File: config.mk
export PLATFORM = sky130hd
export DESIGN_NAME = game_flow_ctrl
export DESIGN_NICKNAME = d
export VERILOG_FILES = /design/src/rtl/game_flow_ctrl.sv
export SDC_FILE = /design/constraint.sdc
export NUM_CORES = 1
export LEC_CHECK = 0
export CELL_PAD_IN_SITES_DETAIL_PLACEMENT = 1
export CELL_PAD_IN_SITES_GLOBAL_PLACEMENT = 2
export CORE_MARGIN = 3
export CORE_UTILIZATION = 30
export CTS_BUF_LIST = sky130_fd_sc_hd__clkbuf_2
export DETAILED_ROUTE_END_ITERATION = 6
export GPL_TIMING_DRIVEN = 0
export PLACE_DENSITY = 0.83
export SKIP_CTS_REPAIR_TIMING = 1
export SYNTH_ARGS = -nofsm -noshare
export SYNTH_HDL_FRONTEND = slang
export SYNTH_SLANG_ARGS = --single-unit
File: constraint.sdc
create_clock -name clk -period 6.2 [get_ports clk]
set_clock_uncertainty 0.1 [all_clocks]
set_input_delay 0.62 -clock clk [delete_from_list [all_inputs] [get_ports clk]]
set_output_delay 0.62 -clock clk [all_outputs]
set_load 0.005 [all_outputs]
File: src/rtl/game_flow_ctrl.sv
// game_flow_ctrl: Dino run/over/restart sequencer, high-score latch and day/night fade (fade built only with DAYNIGHT_EN).
// Latency: every output follows the key/collide/score/game_tick condition that caused it by one clk.
// Backpressure: none; all inputs are sampled every cycle.
module game_flow_ctrl #(
  parameter int unsigned SCORE_W    = 16,
  parameter int unsigned DN_PERIOD  = 16'h700,
  parameter int unsigned NIGHT_LEN  = 16'h200,
  parameter int unsigned FADE_TICKS = 32
) (
  input  logic               clk,
  input  logic               rst,
  input  logic [1:0]         key,
  input  logic               collide,
  input  logic               game_tick,
  input  logic [SCORE_W-1:0] score,
  output logic               game_rst,
  output logic               over,
  output logic [SCORE_W-1:0] hi,
  output logic               new_hi,
  output logic [3:0]         bg,
  output logic [2:0]         state
);

  typedef enum logic [2:0] {
    FROZEN    = 3'd0,
    RELEASE   = 3'd1,
    RUN       = 3'd2,
    OVER_HOLD = 3'd3,
    OVER_WAIT = 3'd4
  } state_t;

  state_t state_q;
  state_t state_d;
  logic   key_held;
  logic   hit;

  assign key_held = |key;
  assign hit      = (state_q == RUN) && collide;
  assign state    = state_q;

  always_ff @(posedge clk or posedge rst) begin
    if (rst) begin
      state_q <= FROZEN;
    end else begin
      state_q <= state_d;
    end
  end

  // Every start/restart passes through RELEASE so the start key cannot double as a jump.
  always_comb begin
    state_d = state_q;
    case (state_q)
      FROZEN:    if (key_held)  state_d = RELEASE;
      RELEASE:   if (!key_held) state_d = RUN;
      RUN:       if (collide)   state_d = OVER_HOLD;
      OVER_HOLD: if (!key_held) state_d = OVER_WAIT;
      OVER_WAIT: if (key_held)  state_d = RELEASE;
      default:                  state_d = FROZEN;
    endcase
  end

  always_comb begin
    game_rst = 1'b1;
    over     = 1'b0;
    case (state_q)
      FROZEN, RELEASE: begin
        game_rst = 1'b1;
        over     = 1'b0;
      end
      RUN: begin
        game_rst = 1'b0;
        over     = 1'b0;
      end
      OVER_HOLD, OVER_WAIT: begin
        game_rst = 1'b0;
        over     = 1'b1;
      end
      default: begin
        game_rst = 1'b1;
        over     = 1'b0;
      end
    endcase
  end

  // hi survives game_rst; only the system reset clears it.
  always_ff @(posedge clk or posedge rst) begin
    if (rst) begin
      hi     <= '0;
      new_hi <= 1'b0;
    end else begin
      new_hi <= 1'b0;
      if (hit && (score > hi)) begin
        hi     <= score;
        new_hi <= 1'b1;
      end
    end
  end

`ifdef DAYNIGHT_EN
  localparam int unsigned        CNT_W     = (FADE_TICKS > 1) ? $clog2(FADE_TICKS) : 1;
  localparam logic [CNT_W-1:0]   CNT_LAST  = CNT_W'(FADE_TICKS - 1);
  localparam logic [SCORE_W-1:0] PERIOD    = SCORE_W'(DN_PERIOD);
  localparam logic [SCORE_W-1:0] NIGHT_END = SCORE_W'(NIGHT_LEN);

  logic               night;
  logic [CNT_W-1:0]   tick_cnt;
  logic [SCORE_W-1:0] phase;
  logic               in_run;

  assign phase  = score % PERIOD;
  assign in_run = (state_q == RUN);

  always_ff @(posedge clk or posedge rst) begin
    if (rst) begin
      night <= 1'b0;
    end else if (game_rst) begin
      night <= 1'b0;
    end else if (in_run) begin
      if ((score != '0) && (phase == '0)) begin
        night <= 1'b1;
      end else if (phase == NIGHT_END) begin
        night <= 1'b0;
      end
    end
  end

  // bg steps one grey level per FADE_TICKS ticks toward the current target and saturates.
  always_ff @(posedge clk or posedge rst) begin
    if (rst) begin
      tick_cnt <= '0;
      bg       <= 4'hF;
    end else if (game_rst) begin
      tick_cnt <= '0;
      bg       <= 4'hF;
    end else if (in_run && game_tick) begin
      if (tick_cnt == CNT_LAST) begin
        tick_cnt <= '0;
        if (night && (bg != 4'h0)) begin
          bg <= bg - 4'd1;
        end else if (!night && (bg != 4'hF)) begin
          bg <= bg + 4'd1;
        end
      end else begin
        tick_cnt <= tick_cnt + CNT_W'(1);
      end
    end
  end
`else
  logic unused_game_tick;

  assign unused_game_tick = game_tick;
  assign bg               = 4'hF;
`endif

endmodule
==> impl_metrics.py <==
metrics = {
    "logic_synthesis": {
        "syn_inst": 115,
        "yosys-mux-area-fraction": 0.167,
        "yosysSeqAreaShare": 0.389,
        "synth_xor_area_frac": 0.00682,
        "synth-simple-area-share": 0.0915,
        "dominantRegCellSynth": "dfrtp_1",
        "synth_area_sq_mm": 0.00128,
        "synth.distinct_cells": 24,
        "ys_async_sr_fraction": 1.00,
        "avgSynthCellArea_sq_um": 11.2,
        "yosys_warnings": 0,
        "synth_top_family_by_area": "multiplexers",
        "synth_adder_area_share": 0.156,
        "synth-compound-area-share": 0.0954,
        "synth_edf_count": 0,
        "synth-seq-cells": 20,
    },
    "clock_network": {
        "cts_tree": "yes",
        "clock_latency_ns": 0.32,
        "cts.sinks": 20,
        "cts_buffer_depth": 2,
        "cts_root_buffer": "clkbuf_2",
        "cts-buffers-inserted": 3,
        "cts_max_level": 1,
        "clk_pin_slew_ns": 0.18,
    },
    "routing": {
        "wl_met2_mm": 1.63,
        "antenna_left": 0,
        "wl_met3_microns": 171,
        "avgRoutedWirePerCell_microns": 14.7,
        "drcViolationCount": 0,
        "drt_iter0_drc": 16,
        "routed_wl_mm": 3.14,
        "viasPerCell": 4.71,
        "highest_layer": "met4",
        "vias": 1004,
        "drt_first_pass_iters": 4,
        "wl_met1_mm": 1.30,
    },
    "pwr": {
        "power_density_mw_per_mm2": 401,
        "p_leak_nw": 0.819,
        "power_mw": 0.720,
        "peakVddDrop_uv": 171,
    },
    "worst_hold_path": {
        "hold_end": "hi[9]",
        "hp-class": "reg2reg",
        "hold_depth": 1,
        "min_from": "hi[9]",
    },
    "final_layout": {
        "fin_area_sq_mm": 0.00179,
        "final_cell_count_no_fill": 213,
        "area_growth_syn_to_layout_pct": 39.6,
        "antenna_cells": 0,
        "fin_nets": 203,
        "drive_above_1_share": 0.172,
        "n_fill_cell": 465,
    },
    "global_route": {
        "grt_pass1_vias": 1129,
        "antenna_found_initial": 0,
        "grt_usage": 0.133,
        "grt_first_pass_wirelength_mm": 5.26,
        "grt_max_degree": 21,
        "grt-ovfl-total": 0,
    },
    "worst_setup_path": {
        "crit_chain": "clkdlybuf4s50_1 > ha_1 > nand4_2 > a2111o_1 > a31oi_4 > buf_12 > mux2_4",
        "cp.required_ns": 6.33,
        "end_kind": "flip-flop",
        "critPathMaxStageDelay_ns": 0.45,
        "r2r.worst_path.cells": 7,
        "crit_buf_inv": 2,
        "arrival_ns": 2.90,
        "path_class": "in2reg",
        "r2r-end": "hi[6]",
        "r2r_setup_slack_ns": 3.71,
        "cpMaxStageDelayCell": "a2111o_1",
        "start_kind": "input port",
        "r2r_start": "hi[15]",
        "worst-path-max-fanout": 10,
        "path_delay_family": "compound AO/OA/AOI/OAI gates",
    },
    "sta": {
        "relSlewSlack": 0.444,
        "min_period_ns": 2.78,
        "whs_ns": 0.456,
        "fmax_ghz": 0.360,
        "fin_crit_sh": 0.448,
        "slew_violations": 0,
        "hold_violations": 0,
        "rsz0062_at_grt": "no",
        "worst_pin_slew_ns": 0.834,
        "final-setup-viol-count": 0,
        "tns_ns": 0,
    },
    "die": {
        "die_area_sq_mm": 0.00510,
        "die_h_microns": 71.4,
        "placementRows": 23,
        "die_x_microns": 71.4,
        "initial_core_util": 0.317,
        "core_area_sq_mm": 0.00406,
        "io_pins": 48,
    },
    "job": {
        "drv_cap": 0,
    },
    "placement": {
        "finalWeightedCongestion": 0.744,
        "place_area_sq_mm": 0.00178,
        "dp.cells": 210,
        "dp_hpwl_mm": 2.57,
        "portBuffers": 42,
    },
    "run_status": {
        "run_status": "complete, no violations",
    },
}
## synth_stat cells (3+ instances only)
cell type,instances,share of area
a21oi_1,10,0.039
nor2b_1,4,0.019
o21ai_0,3,0.012
nand2_1,5,0.015
mux2_4,9,0.11
buf_4,4,0.023
nor2_1,4,0.012
mux2_2,7,0.061
inv_1,18,0.053
ha_1,16,0.16
nand4_1,3,0.015
dfrtp_1,20,0.39
## routing by layer
metal | GRT usage | up-vias
li1 | - | 482
met1 | 0.151 | 486
met2 | 0.240 | 31
met3 | 0.0337 | 5
met4 | 0.0438 | 0
met5 | 0 | -
## state kept, by name, summed over array words and instances, names as in the netlist
name    flops
state       3
hi         16
new_hi      1
## worst reg2reg max path, delay by kind of cell, from the launching register on
family                   cells  cell delay, ns
AO/OA/AOI/OAI                2            0.82
AND/OR/NAND/NOR              1            0.16
multiplexers                 1            0.31
buffers and inverters        2            0.26
flip-flops                   1            0.41
adder cells (fa/ha/maj)      1            0.33
## layout make-up
type	instances	area (sq um)	area share
multi-input cells	75	678	0.378
flip-flops and latches	20	500	0.279
repair buffers	42	420	0.234
inverters	18	67.6	0.0377
well taps	50	62.6	0.0349
plain buffers	5	50.0	0.0279
clock buffers	3	15.0	0.00837
## layout by cell type, fill, tap and decap left out, types with 4 or more instances in the layout
| master | netlist | final |
|---|---|---|
| inv_1 | 18 | 18 |
| ha_1 | 16 | 16 |
| a21oi_1 | 10 | 10 |
| clkdlybuf4s50_1 | 0 | 42 |
| nand2_1 | 5 | 5 |
| dfrtp_1 | 20 | 20 |
| nor2_1 | 4 | 4 |
| nor2b_1 | 4 | 4 |
| conb_1 | 1 | 4 |
| mux2_2 | 7 | 7 |
| mux2_4 | 9 | 9 |
| buf_4 | 4 | 4 |
## report_power, final
group / total, mW / switching [mW] / internal, mW
logic: 0.421 / 0.160 / 0.262
registers: 0.245 / 0.0541 / 0.191
clock network: 0.0540 / 0.0408 / 0.0132
total: 0.720 / 0.255 / 0.466
## logic make-up after synthesis
kind of cell    after synthesis
buf+inv                      23
flops                        20
simple gates                 20
compound gates               18
fa+ha+maj                    16
mux                          16
other cells                   1
xor+xnor                      1
## per-stage QoR
stage          utilization  setup slack (ns)
2_1_floorplan            -              3.71
3_3_place_gp         0.438              3.11
3_5_place_dp         0.438              3.03
4_1_cts              0.442              3.39
5_1_grt              0.442              3.35
6_report             0.442              3.42
## how the worst max path moves through the flow
stage | start | end | slack, ns | cells past startpoint
4_1_cts | score[15] | hi[6] | 3.39 | 7
3_3_place_gp | score[15] | hi[1] | 3.11 | 7
3_5_place_dp | score[15] | hi[6] | 3.03 | 7
6_report | score[15] | hi[6] | 3.42 | 7
2_1_floorplan | score[15] | hi[0] | 3.71 | 6
5_1_grt | score[15] | hi[6] | 3.35 | 7
(Power assumes the default switching activity.)
